## src/rtl/arith_pkg.sv

```systemverilog
// Shared definitions for the team's arithmetic cells: default operand width
// and the state encoding used by the multi-cycle serial units.
package arith_pkg;

    localparam int DEFAULT_WIDTH = 8;

    typedef enum logic [1:0] {
        IDLE = 2'd0,
        RUN  = 2'd1,
        DONE = 2'd2
    } state_t;

endpackage

```

## src/rtl/half_subtractor.sv

```systemverilog
// One-bit half subtractor: d = x - y, bout set when y exceeds x.
module half_subtractor (
    input  logic x,
    input  logic y,
    output logic d,
    output logic bout
);

    assign d    = x ^ y;
    assign bout = ~x & y;

endmodule

```

## src/rtl/serial_subtractor.sv

```systemverilog
// Bit-serial subtractor: diff = a - b computed LSB first over WIDTH cycles,
// with unsigned borrow and signed overflow flags registered on completion.
module serial_subtractor
    import arith_pkg::*;
#(
    parameter int WIDTH = DEFAULT_WIDTH
) (
    input  logic             clk,
    input  logic             rst_n,
    input  logic             start,
    input  logic [WIDTH-1:0] a,
    input  logic [WIDTH-1:0] b,
    output logic             busy,
    output logic             done,
    output logic [WIDTH-1:0] diff,
    output logic             borrow_out,
    output logic             overflow
);

    localparam int             CNT_W = $clog2(WIDTH);
    localparam logic [CNT_W-1:0] LAST = CNT_W'(WIDTH - 1);

    state_t             state;
    logic [WIDTH-1:0]   a_sh;
    logic [WIDTH-1:0]   b_sh;
    logic [WIDTH-2:0]   res_sh;
    logic               borrow;
    logic [CNT_W-1:0]   cnt;

    logic               d1;
    logic               bo1;
    logic               bo2;
    logic               dbit;
    logic               bout;
    logic [WIDTH-1:0]   res_next;

    // Full subtractor built from two half subtractors: (a - b) - borrow.
    half_subtractor u_hs_ab (
        .x    (a_sh[0]),
        .y    (b_sh[0]),
        .d    (d1),
        .bout (bo1)
    );

    half_subtractor u_hs_bin (
        .x    (d1),
        .y    (borrow),
        .d    (dbit),
        .bout (bo2)
    );

    assign bout     = bo1 | bo2;
    assign res_next = {dbit, res_sh};

    // NOTE: every flop, including the operand shift registers, is reset so an
    // aborted operation leaves no stale state; all state updates use <=.
    always_ff @(posedge clk or negedge rst_n) begin
        if (!rst_n) begin
            state      <= IDLE;
            a_sh       <= '0;
            b_sh       <= '0;
            res_sh     <= '0;
            borrow     <= 1'b0;
            cnt        <= '0;
            diff       <= '0;
            borrow_out <= 1'b0;
            overflow   <= 1'b0;
        end else begin
            case (state)
                IDLE: begin
                    if (start) begin
                        a_sh   <= a;
                        b_sh   <= b;
                        borrow <= 1'b0;
                        cnt    <= '0;
                        state  <= RUN;
                    end
                end
                RUN: begin
                    a_sh   <= a_sh >> 1;
                    b_sh   <= b_sh >> 1;
                    res_sh <= res_next[WIDTH-1:1];
                    borrow <= bout;
                    cnt    <= cnt + CNT_W'(1);
                    if (cnt == LAST) begin
                        // On the last bit a_sh[0]/b_sh[0] hold the operand sign bits.
                        diff       <= res_next;
                        borrow_out <= bout;
                        overflow   <= (a_sh[0] ^ b_sh[0]) & (dbit ^ a_sh[0]);
                        state      <= DONE;
                    end
                end
                DONE:    state <= IDLE;
                default: state <= IDLE;
            endcase
        end
    end

    assign busy = (state == RUN);
    assign done = (state == DONE);

endmodule

```

## config.mk

```make
export PLATFORM = sky130hd
export DESIGN_NAME = serial_subtractor
export DESIGN_NICKNAME = d
export VERILOG_FILES = /design/src/rtl/arith_pkg.sv /design/src/rtl/half_subtractor.sv /design/src/rtl/serial_subtractor.sv
export SDC_FILE = /design/constraint.sdc
export NUM_CORES = 1
export LEC_CHECK = 0
export BUFFER_PORTS_ARGS = -buffer_cell sky130_fd_sc_hd__buf_2
export CORE_MARGIN = 3
export CORE_UTILIZATION = 47
export DETAILED_ROUTE_END_ITERATION = 7
export PLACE_DENSITY = 0.76
export SLEW_MARGIN = 20
export SYNTH_ARGS = -nofsm -noshare
export SYNTH_HDL_FRONTEND = slang
export SYNTH_SLANG_ARGS = --single-unit
```

## constraint.sdc

```tcl
create_clock -name clk -period 1.85 [get_ports clk]
set_input_delay 0.185 -clock clk [delete_from_list [all_inputs] [get_ports clk]]
set_output_delay 0.185 -clock clk [all_outputs]
set_load 0.02 [all_outputs]
```

==> results of run 1 <==
## repair_timing
item / 4_1_cts / 5_1_grt
gates resized for setup: 0 / 1
setup endpoints to repair: 0 / 1
hold buffers: 1 / 0
endpoints found under the hold margin: 39 / 0
## layer usage
layer / track usage (%) / vias to the layer above
met3: 5.782 / 8
met4: 9.137 / 0
met2: 25.65 / 31
met1: 23.20 / 605
met5: 0 / -
li1: - / 586
## per-stage QoR
stage	hold WS, ps	setup slack (ps)	cell area [um2]
finish	86.14	169.2	1928
global route	86.54	46.75	1928
CTS	82.81	30.70	1926
detailed placement	336.6	361.0	1866
global placement	326.1	384.6	1866
floorplan	-110.6	383.2	1710
## cell families after synthesis
group | after synthesis | share of synthesized area, %
AO/OA/AOI/OAI | 56 | 19.24
adder cells (fa/ha/maj) | 4 | 3.365
XOR/XNOR | 1 | 0.5122
flip-flops | 39 | 57.06
buffers and inverters | 15 | 5.486
AND/OR/NAND/NOR | 13 | 4.463
multiplexers | 14 | 9.876
## path summary, 6_finish.rpt
kind                                   endpoint  slack (ps)  cells after the start
hold / removal              a_sh[7]$_DFFE_PN0P_          90                      3
hold reg to reg            overflow$_DFFE_PN0P_         480                      2
min in group asynchronous   a_sh[3]$_DFFE_PN0P_         460                      2
max in group asynchronous   diff[2]$_DFFE_PN0P_         860                      2
setup / recovery                           busy         170                      3
setup reg to reg            diff[1]$_DFFE_PN0P_         350                      4
## worst reg2reg max path: cells and delay by family, from the launching register on
| family | cells | cell delay (ps) |
|---|---|---|
| and+or+nand+nor | 1 | 180 |
| adders and majority gates | 2 | 440 |
| muxes | 1 | 350 |
| DFF | 1 | 410 |
## layout make-up
| class | count | share of cell area [%] |
|---|---|---|
| Multi-Input combinational cell | 88 | 33.35 |
| Timing Repair Buffer | 34 | 9.474 |
| Sequential cell | 39 | 50.62 |
| Clock buffer | 7 | 2.336 |
| Tap cell | 46 | 2.985 |
| Inverter | 5 | 0.9734 |
| Clock inverter | 1 | 0.2596 |
## where the power goes
part	internal [mW]	switching (mW)
Sequential	1.25	0.296
Combinational	0.631	0.707
Clock	0.148	0.270
Total	2.03	1.27
## cells in the final DEF, fill, tap and decap left out, drive strengths merged, types with 2 or more instances in the layout
cell and count:
ha 3, clkbuf 7, o22ai 28, nor2 3
buf 33, inv 5, a22o 3, dfrtp 39
a21oi 15, mux2 14, nand2 5, nand2b 2
o21ai 9
## registers in the layout (all words and copies together), names as in the netlist
register / cells
a_sh: 8
b_sh: 8
borrow: 1
borrow_out: 1
cnt: 3
diff: 8
overflow: 1
res_sh: 7
state: 2
==> flow_metrics.py, run 1 <==
metrics = {
    "die": {
        "die_area_um2": 4399,
        "pin_count": 31,
        "num_rows": 21,
        "die_h_um": 66.33,
        "start_util_pct": 50.07,
        "core_um2": 3416,
        "die_x_um": 66.33,
    },
    "clocking": {
        "clk-insertion-delay-late_ps": 350,
        "root_buffer": "clkbuf_4",
        "cts_tree": "built",
        "cts_max_level": 2,
        "clock_sinks": 39,
        "cts_buffer_depth": 2,
        "clkTransAtPathRegs_ps": 110,
        "cts_made_buffers": 5,
        "post-cts-setup-buffers": 0,
    },
    "global_route": {
        "grt_first_pass_wirelength_um": 5720,
        "grt-ovfl-total": 0,
        "grt_max_degree": 40,
        "grt_pass1_vias": 1245,
        "antenna_found_initial": 0,
        "grtUsageTotal_pct": 17.61,
    },
    "critical_path": {
        "worstPathArrival_ps": 1500,
        "worstPathRequired_ps": 1660,
        "cp_slowest_cell": "dfrtp_1",
        "crit_buf_inv": 2,
        "worstSetupStartpointType": "register",
        "worstReg2RegStart": "cnt[0]$_DFFE_PN0P_",
        "critPathKind": "register to output pin",
        "crit_chain": "nand2b_2 -> inv_1 -> buf_2",
        "slowest_delay_ps": 470,
        "crit_fanout": 10,
        "setup.worst_path.start": "state[1]$_DFFE_PN0P_",
        "cpLargestDelayFamily": "flip-flops",
        "critPathCaptureType": "output pin",
    },
    "run_status": {
        "status": "finished, final reports clean",
    },
    "timing": {
        "worst_slew_pin_slew_ps": 834.7,
        "min_period_ps": 1681,
        "finalSetupViolations": 0,
        "fin_crit_sh_pct": 90.85,
        "fin_tns_setup_ps": 0,
        "skew_ps": 13.18,
        "slew_headroom_pct": 44.36,
        "rsz0062_at_grt": "false",
        "fmax_ghz": 0.5950,
        "slew_violations": 0,
        "finalHoldViolCount": 0,
    },
    "logic_synthesis": {
        "syn_nets": 165,
        "ys_seq_area_share_pct": 57.06,
        "synth_area_leaders": "dfrtp_1 (57%), o22ai_1 (10%), mux2_2 (7.2%)",
        "synth_edf_count": 0,
        "netlist_area_um2": 1710,
        "synth-seq-cells": 39,
        "synth_cells": 142,
        "synth_ff_type": "dfrtp_1",
        "async_reset_ff_share_pct": 100.0,
        "yosys_warnings": 0,
        "synth.distinct_cells": 23,
        "synth_top_area_share_pct": 57.06,
        "synth.avg_cell_area_um2": 12.05,
        "synth.most_common_cell": "dfrtp_1",
        "netlist_top_cells_count": "dfrtp_1 (39), o22ai_1 (28), a21oi_1 (15)",
        "synth_top_area_cell": "dfrtp_1",
    },
    "final_layout": {
        "area_growth_pct": 12.73,
        "drive_above_1_share_pct": 31.61,
        "multi_input_area_um2": 643.1,
        "nets": 196,
        "final_core_util_pct": 56.45,
        "fill_cells": 310,
        "diodes": 0,
        "seqCellArea_um2": 975.9,
        "final_cells": 220,
    },
    "route": {
        "wl_met1_um": 1449,
        "wl_per_cell_um": 15.04,
        "wl_met3_um": 136,
        "top_layer": "met4",
        "firstDrtPassIters": 5,
        "vias": 1230,
        "drt_wl_total_um": 3308,
        "ant_nets": 0,
        "drtIter0Drc": 115,
        "drc": 0,
        "vias_per_cell": 5.591,
        "wl_met2_um": 1642,
    },
    "placed_design": {
        "place_congestion": 0.7771,
        "placed_cells": 211,
        "dp_hpwl_um": 2321,
        "portBuffers": 30,
    },
    "worst_hold_path": {
        "min-delay-start": "a[7]",
        "hp-class": "primary input to register",
    },
    "run": {
        "maxCapViolations": 0,
    },
    "pwr": {
        "peakVddDrop_mv": 0.7016,
        "leakage_nw": 0.9124,
        "power.density_nw_per_um2": 1713,
        "p_total_mw": 3.303,
    },
}
Power figures use the tool's default switching activity.
==> inputs of run 2 (changes only) <==
==> constraint.sdc (replaced) <==
create_clock -name clk -period 1.9 [get_ports clk]
set_input_delay 0.19 -clock clk [delete_from_list [all_inputs] [get_ports clk]]
set_output_delay 0.19 -clock clk [all_outputs]
set_load 0.02 [all_outputs]
==> flow_metrics.py, run 2 (synthesis results as in run 1) <==
metrics = {
    "run_status": {
        "status": "finished, final reports clean",
    },
    "final_layout": {
        "final_area_um2": 1921,
        "drive_above_1_share_pct": 31.21,
        "final_cells": 219,
        "reg_top3": "a_sh: 8 flops, b_sh: 8 flops, diff: 8 flops",
        "final_cell_mix": "dfrtp_1 (39), buf_2 (30), o22ai_1 (28), a21oi_1 (15), mux2_2 (11)",
        "diodes": 0,
        "layout_commonest_cell": "dfrtp_1",
        "area_growth_pct": 12.29,
        "nets": 195,
        "final_core_util_pct": 56.23,
    },
    "timing": {
        "fmax_ghz": 0.5611,
        "worst_slew_pin_slew_ps": 836.0,
        "fin_crit_sh_pct": 93.79,
        "min_period_ps": 1782,
        "finalHoldViolCount": 0,
        "rsz0062_at_grt": "false",
        "hold_ws_ps": 69.14,
        "slew_headroom_pct": 44.27,
        "fin_ws_ps": 117.9,
        "skew_ps": 8.115,
        "fin_tns_setup_ps": 0,
        "slew_violations": 0,
        "finalSetupViolations": 0,
    },
    "pwr": {
        "p_total_mw": 3.215,
        "peakVddDrop_mv": 0.6532,
        "leakage_nw": 0.9076,
        "power.density_nw_per_um2": 1674,
    },
    "placed_design": {
        "placed_cells": 210,
        "dpl_cell_area_um2": 1858,
        "dp_hpwl_um": 2262,
        "place_congestion": 0.7567,
        "portBuffers": 30,
        "dpl_worst_slack_ps": 342.9,
    },
    "die": {
        "start_util_pct": 50.07,
        "die_h_um": 66.33,
        "pin_count": 31,
        "die_area_um2": 4399,
        "num_rows": 21,
        "die_x_um": 66.33,
        "core_um2": 3416,
    },
    "global_route": {
        "grtUsageTotal_pct": 17.09,
        "grt_pass1_vias": 1241,
        "grt_use_met2_pct": 27.39,
        "gr-usage-met1_pct": 20.64,
        "grt-ovfl-total": 0,
        "grt_first_pass_wirelength_um": 5533,
        "grt_max_degree": 40,
        "use_met3_pct": 3.401,
        "antenna_found_initial": 0,
        "grt.busiest_layer": "met2",
    },
    "run": {
        "maxCapViolations": 0,
    },
    "clocking": {
        "clkTransAtPathRegs_ps": 100,
        "cts_tree": "built",
        "post-cts-setup-buffers": 0,
        "cts_made_buffers": 5,
        "clock_sinks": 39,
        "root_buffer": "clkbuf_4",
        "clk-insertion-delay-late_ps": 360,
        "cts_buffer_depth": 2,
        "cts_max_level": 2,
    },
    "route": {
        "firstDrtPassIters": 4,
        "vias": 1242,
        "wl_per_cell_um": 15.08,
        "ant_nets": 0,
        "drt_wl_total_um": 3303,
        "drtIter0Drc": 77,
        "drc": 0,
        "vias_per_cell": 5.671,
    },
    "critical_path": {
        "worstPathRequired_ps": 1710,
        "worstSetupStartpointType": "register",
        "critPathKind": "register to output pin",
        "critPathCaptureType": "output pin",
        "crit_fanout": 10,
        "worstPathArrival_ps": 1590,
    },
    "worst_hold_path": {
        "hp-class": "primary input to register",
    },
}
[run 2: changes by cell type in the layout (fill, tap and decap cells not counted)]
| cell | change |
|---|---|
| buf_4 | -1 |
[run 2: final timing paths]
path,from,to,slack (ps),cells past startpoint
min in group asynchronous,rst_n,a_sh[0]$_DFFE_PN0P_,470,2
worst min register to register,overflow$_DFFE_PN0P_,overflow$_DFFE_PN0P_,500,2
worst min-delay path,b[7],b_sh[7]$_DFFE_PN0P_,70,3
worst max register to register,cnt[0]$_DFFE_PN0P_,diff[2]$_DFFE_PN0P_,410,4
worst max-delay path,state[1]$_DFFE_PN0P_,busy,120,3
max in group asynchronous,rst_n,state[0]$_DFFE_PN0P_,910,2
[run 2: cell type report]
class	count	area (um2)
clock buffers	7	45.04
clock inverters	1	5.005
fillers	297	1495
inverters	5	18.77
multi-input cells	88	643.1
flip-flops and latches	39	975.9
well taps	46	57.56
repair buffers	33	175.2
[run 2: critical path, stage by stage (launching register included)]
cell and delay [ps]:
dfrtp_1 490, nand2b_2 350, inv_1 210, buf_2 200
[run 2: layer usage]
| layer | wire (um) | part of all wire, % |
|---|---|---|
| met5 | 0 | 0 |
| met4 | 117 | 3.5 |
| met3 | 168 | 5.1 |
| met2 | 1598 | 48 |
| met1 | 1418 | 43 |
[run 2: repair_timing]
item / in CTS / in global routing
hold buffers: 1 / 0
hold endpoints to repair: 39 / 0
resized for setup: 1 / 0
endpoints found under the setup margin: 1 / 0
[run 2: where the power goes]
part / total [mW] / internal (mW) / switching [mW]
sequential: 1.51 / 1.22 / 0.296
clock: 0.403 / 0.144 / 0.259
combinational: 1.30 / 0.609 / 0.688
==> inputs of run 3 (changes only) <==
--- a/config.mk
+++ b/config.mk
@@ -5,11 +5,12 @@
 export SDC_FILE = /design/constraint.sdc
 export NUM_CORES = 1
 export LEC_CHECK = 0
+export ABC_AREA = 1
 export BUFFER_PORTS_ARGS = -buffer_cell sky130_fd_sc_hd__buf_2
 export CORE_MARGIN = 3
 export CORE_UTILIZATION = 47
 export DETAILED_ROUTE_END_ITERATION = 7
-export PLACE_DENSITY = 0.76
+export PLACE_DENSITY = 0.75
 export SLEW_MARGIN = 20
 export SYNTH_ARGS = -nofsm -noshare
 export SYNTH_HDL_FRONTEND = slang
==> flow_metrics.py, run 3 <==
metrics = {
    "worst_hold_path": {
        "hp-class": "primary input to register",
        "min_path_cells": 3,
    },
    "die": {
        "pin_count": 31,
        "die_h_um": 69.82,
        "num_rows": 22,
        "die_area_um2": 4875,
        "core_um2": 3799,
        "die_x_um": 69.82,
        "start_util_pct": 50.40,
    },
    "global_route": {
        "grt_max_degree": 40,
        "grt-ovfl-total": 0,
        "grt_pass1_vias": 1320,
        "grtUsageTotal_pct": 14.57,
        "grt_first_pass_wirelength_um": 5830,
        "antenna_found_initial": 0,
    },
    "placed_design": {
        "dp_hpwl_um": 2164,
        "placed_cells": 294,
        "portBuffers": 30,
        "place_congestion": 0.7461,
        "dpl_worst_slack_ps": 523.0,
        "dpl_cell_area_um2": 2054,
    },
    "logic_synthesis": {
        "yosys_warnings": 0,
        "synth_edf_count": 0,
        "synth_cells": 223,
        "syn_nets": 246,
        "synth_top_area_share_pct": 50.98,
        "netlist_area_um2": 1914,
        "synth_top_area_cell": "dfrtp_1",
        "synth.distinct_cells": 20,
        "async_reset_ff_share_pct": 100.0,
        "synth.most_common_cell": "nand2_1",
        "synth.avg_cell_area_um2": 8.584,
        "synth-seq-cells": 39,
        "synth_area_leaders": "dfrtp_1 (51%), nand2_1 (13%), nand3_1 (8.9%)",
        "ys_seq_area_share_pct": 50.98,
        "netlist_top_cells_count": "nand2_1 (67), dfrtp_1 (39), inv_1 (38)",
        "synth_ff_type": "dfrtp_1",
    },
    "pwr": {
        "peakVddDrop_mv": 1.119,
        "power.density_nw_per_um2": 1747,
        "leakage_nw": 1.206,
        "p_total_mw": 3.756,
    },
    "timing": {
        "slew_violations": 0,
        "finalHoldViolCount": 0,
        "fmax_ghz": 0.6487,
        "finalSetupViolations": 0,
        "fin_crit_sh_pct": 81.13,
        "worst_slew_pin_slew_ps": 479.7,
        "slew_headroom_pct": 68.02,
        "rsz0062_at_grt": "false",
        "hold_ws_ps": 114.7,
        "skew_ps": 6.320,
        "fin_tns_setup_ps": 0,
        "min_period_ps": 1541,
        "fin_ws_ps": 358.5,
    },
    "critical_path": {
        "worstSetupStartpointType": "register",
        "critPathKind": "register to output pin",
        "cp_slowest_cell": "dfrtp_1",
        "worstPathRequired_ps": 1710,
        "crit_chain": "inv_2 -> nor2_8 -> buf_2",
        "worstPathArrival_ps": 1350,
        "r2r_cells": 6,
        "critPathCaptureType": "output pin",
        "cpLargestDelayFamily": "flip-flops",
        "crit_fanout": 17,
        "cp.depth": 3,
        "slowest_delay_ps": 490,
        "crit_buf_inv": 2,
        "ff2ff_setup_slack_ps": 510,
    },
    "final_layout": {
        "nets": 277,
        "drive_above_1_share_pct": 21.96,
        "layout_commonest_cell": "nand2_1",
        "final_cell_mix": "nand2_1 (67), dfrtp_1 (39), inv_1 (38), nand3_1 (34), buf_2 (30)",
        "reg_top3": "a_sh: 8 flops, b_sh: 8 flops, diff: 8 flops",
        "final_cells": 303,
        "diodes": 0,
        "final_core_util_pct": 56.59,
        "final_area_um2": 2150,
        "area_growth_pct": 12.29,
    },
    "route": {
        "vias": 1418,
        "ant_nets": 0,
        "firstDrtPassIters": 4,
        "vias_per_cell": 4.680,
        "drtIter0Drc": 108,
        "drc": 0,
        "drt_wl_total_um": 3184,
        "wl_per_cell_um": 10.51,
    },
    "clocking": {
        "cts_max_level": 2,
        "clk-insertion-delay-late_ps": 290,
        "clkTransAtPathRegs_ps": 70,
        "cts_resized": 0,
        "cts_tree": "built",
        "cts_buffer_depth": 2,
        "clock_sinks": 39,
        "post-cts-setup-buffers": 0,
        "cts_made_buffers": 5,
        "root_buffer": "clkbuf_8",
    },
    "run_status": {
        "status": "finished, final reports clean",
    },
    "run": {
        "maxCapViolations": 0,
    },
}
run 3: changes by cell type after synthesis, moves of 4 or more:
cell,delta
a21oi_1,-14
buf_6,+5
inv_1,+33
mux2_2,-11
nand2_1,+62
nand2_4,+4
nand3_1,+34
o21ai_0,-5
o21ai_1,+6
o21ai_2,+8
o22ai_1,-28
run 3: worst paths after layout:
| kind | end | from |
|---|---|---|
| worst max-delay path | busy | state[0]$_DFFE_PN0P_ |
| worst min-delay path | a_sh[7]$_DFFE_PN0P_ | a[7] |
| worst max register to register | overflow$_DFFE_PN0P_ | a_sh[0]$_DFFE_PN0P_ |
| worst min register to register | diff[5]$_DFFE_PN0P_ | diff[5]$_DFFE_PN0P_ |
| max in group asynchronous | a_sh[6]$_DFFE_PN0P_ | rst_n |
| min in group asynchronous | borrow$_DFFE_PN0P_ | rst_n |
run 3: area by class of cell:
| type | count | area, um2 |
|---|---|---|
| clock buffers | 6 | 72.57 |
| inverters | 40 | 150.1 |
| fillers | 371 | 1649 |
| clock inverters | 2 | 12.51 |
| flip-flops and latches | 39 | 975.9 |
| multi-input cells | 135 | 703.2 |
| well taps | 48 | 60.06 |
| repair buffers | 33 | 175.2 |
run 3: timing repair:
item / in CTS / in global routing
endpoints found under the hold margin: 39 / 0
hold buffers: 1 / 0
setup endpoints to repair: 0 / 0
run 3: logic make-up (layout without fill, tap and decap cells):
logic type      count (synthesis)  in the layout  share of synthesized area, %
simple gates                  110            110                         26.34
fa+ha+maj                       4              4                         3.007
flops                          39             39                         50.98
buf+inv                        49             81                         12.29
compound gates                 21             21                         7.386
run 3: report_power, final:
group / internal, mW / switching [mW]
Sequential: 1.22 / 0.226
Combinational: 0.629 / 1.14
Clock: 0.256 / 0.280
Total: 2.11 / 1.65
run 3: tightest hold or removal path, cell delays in order:
cell	delay, ps
buf_2	70
nand2_1	40
o21ai_0	60
run 3: per-layer routing:
metal  share of wire (%)  GRT usage [%]  up-vias
met5                   0              0        -
met4                 1.7          5.106        0
met3                 4.2          3.623        7
met2                  45          22.35       21
met1                  49          20.00      647
li1                    -              -      743
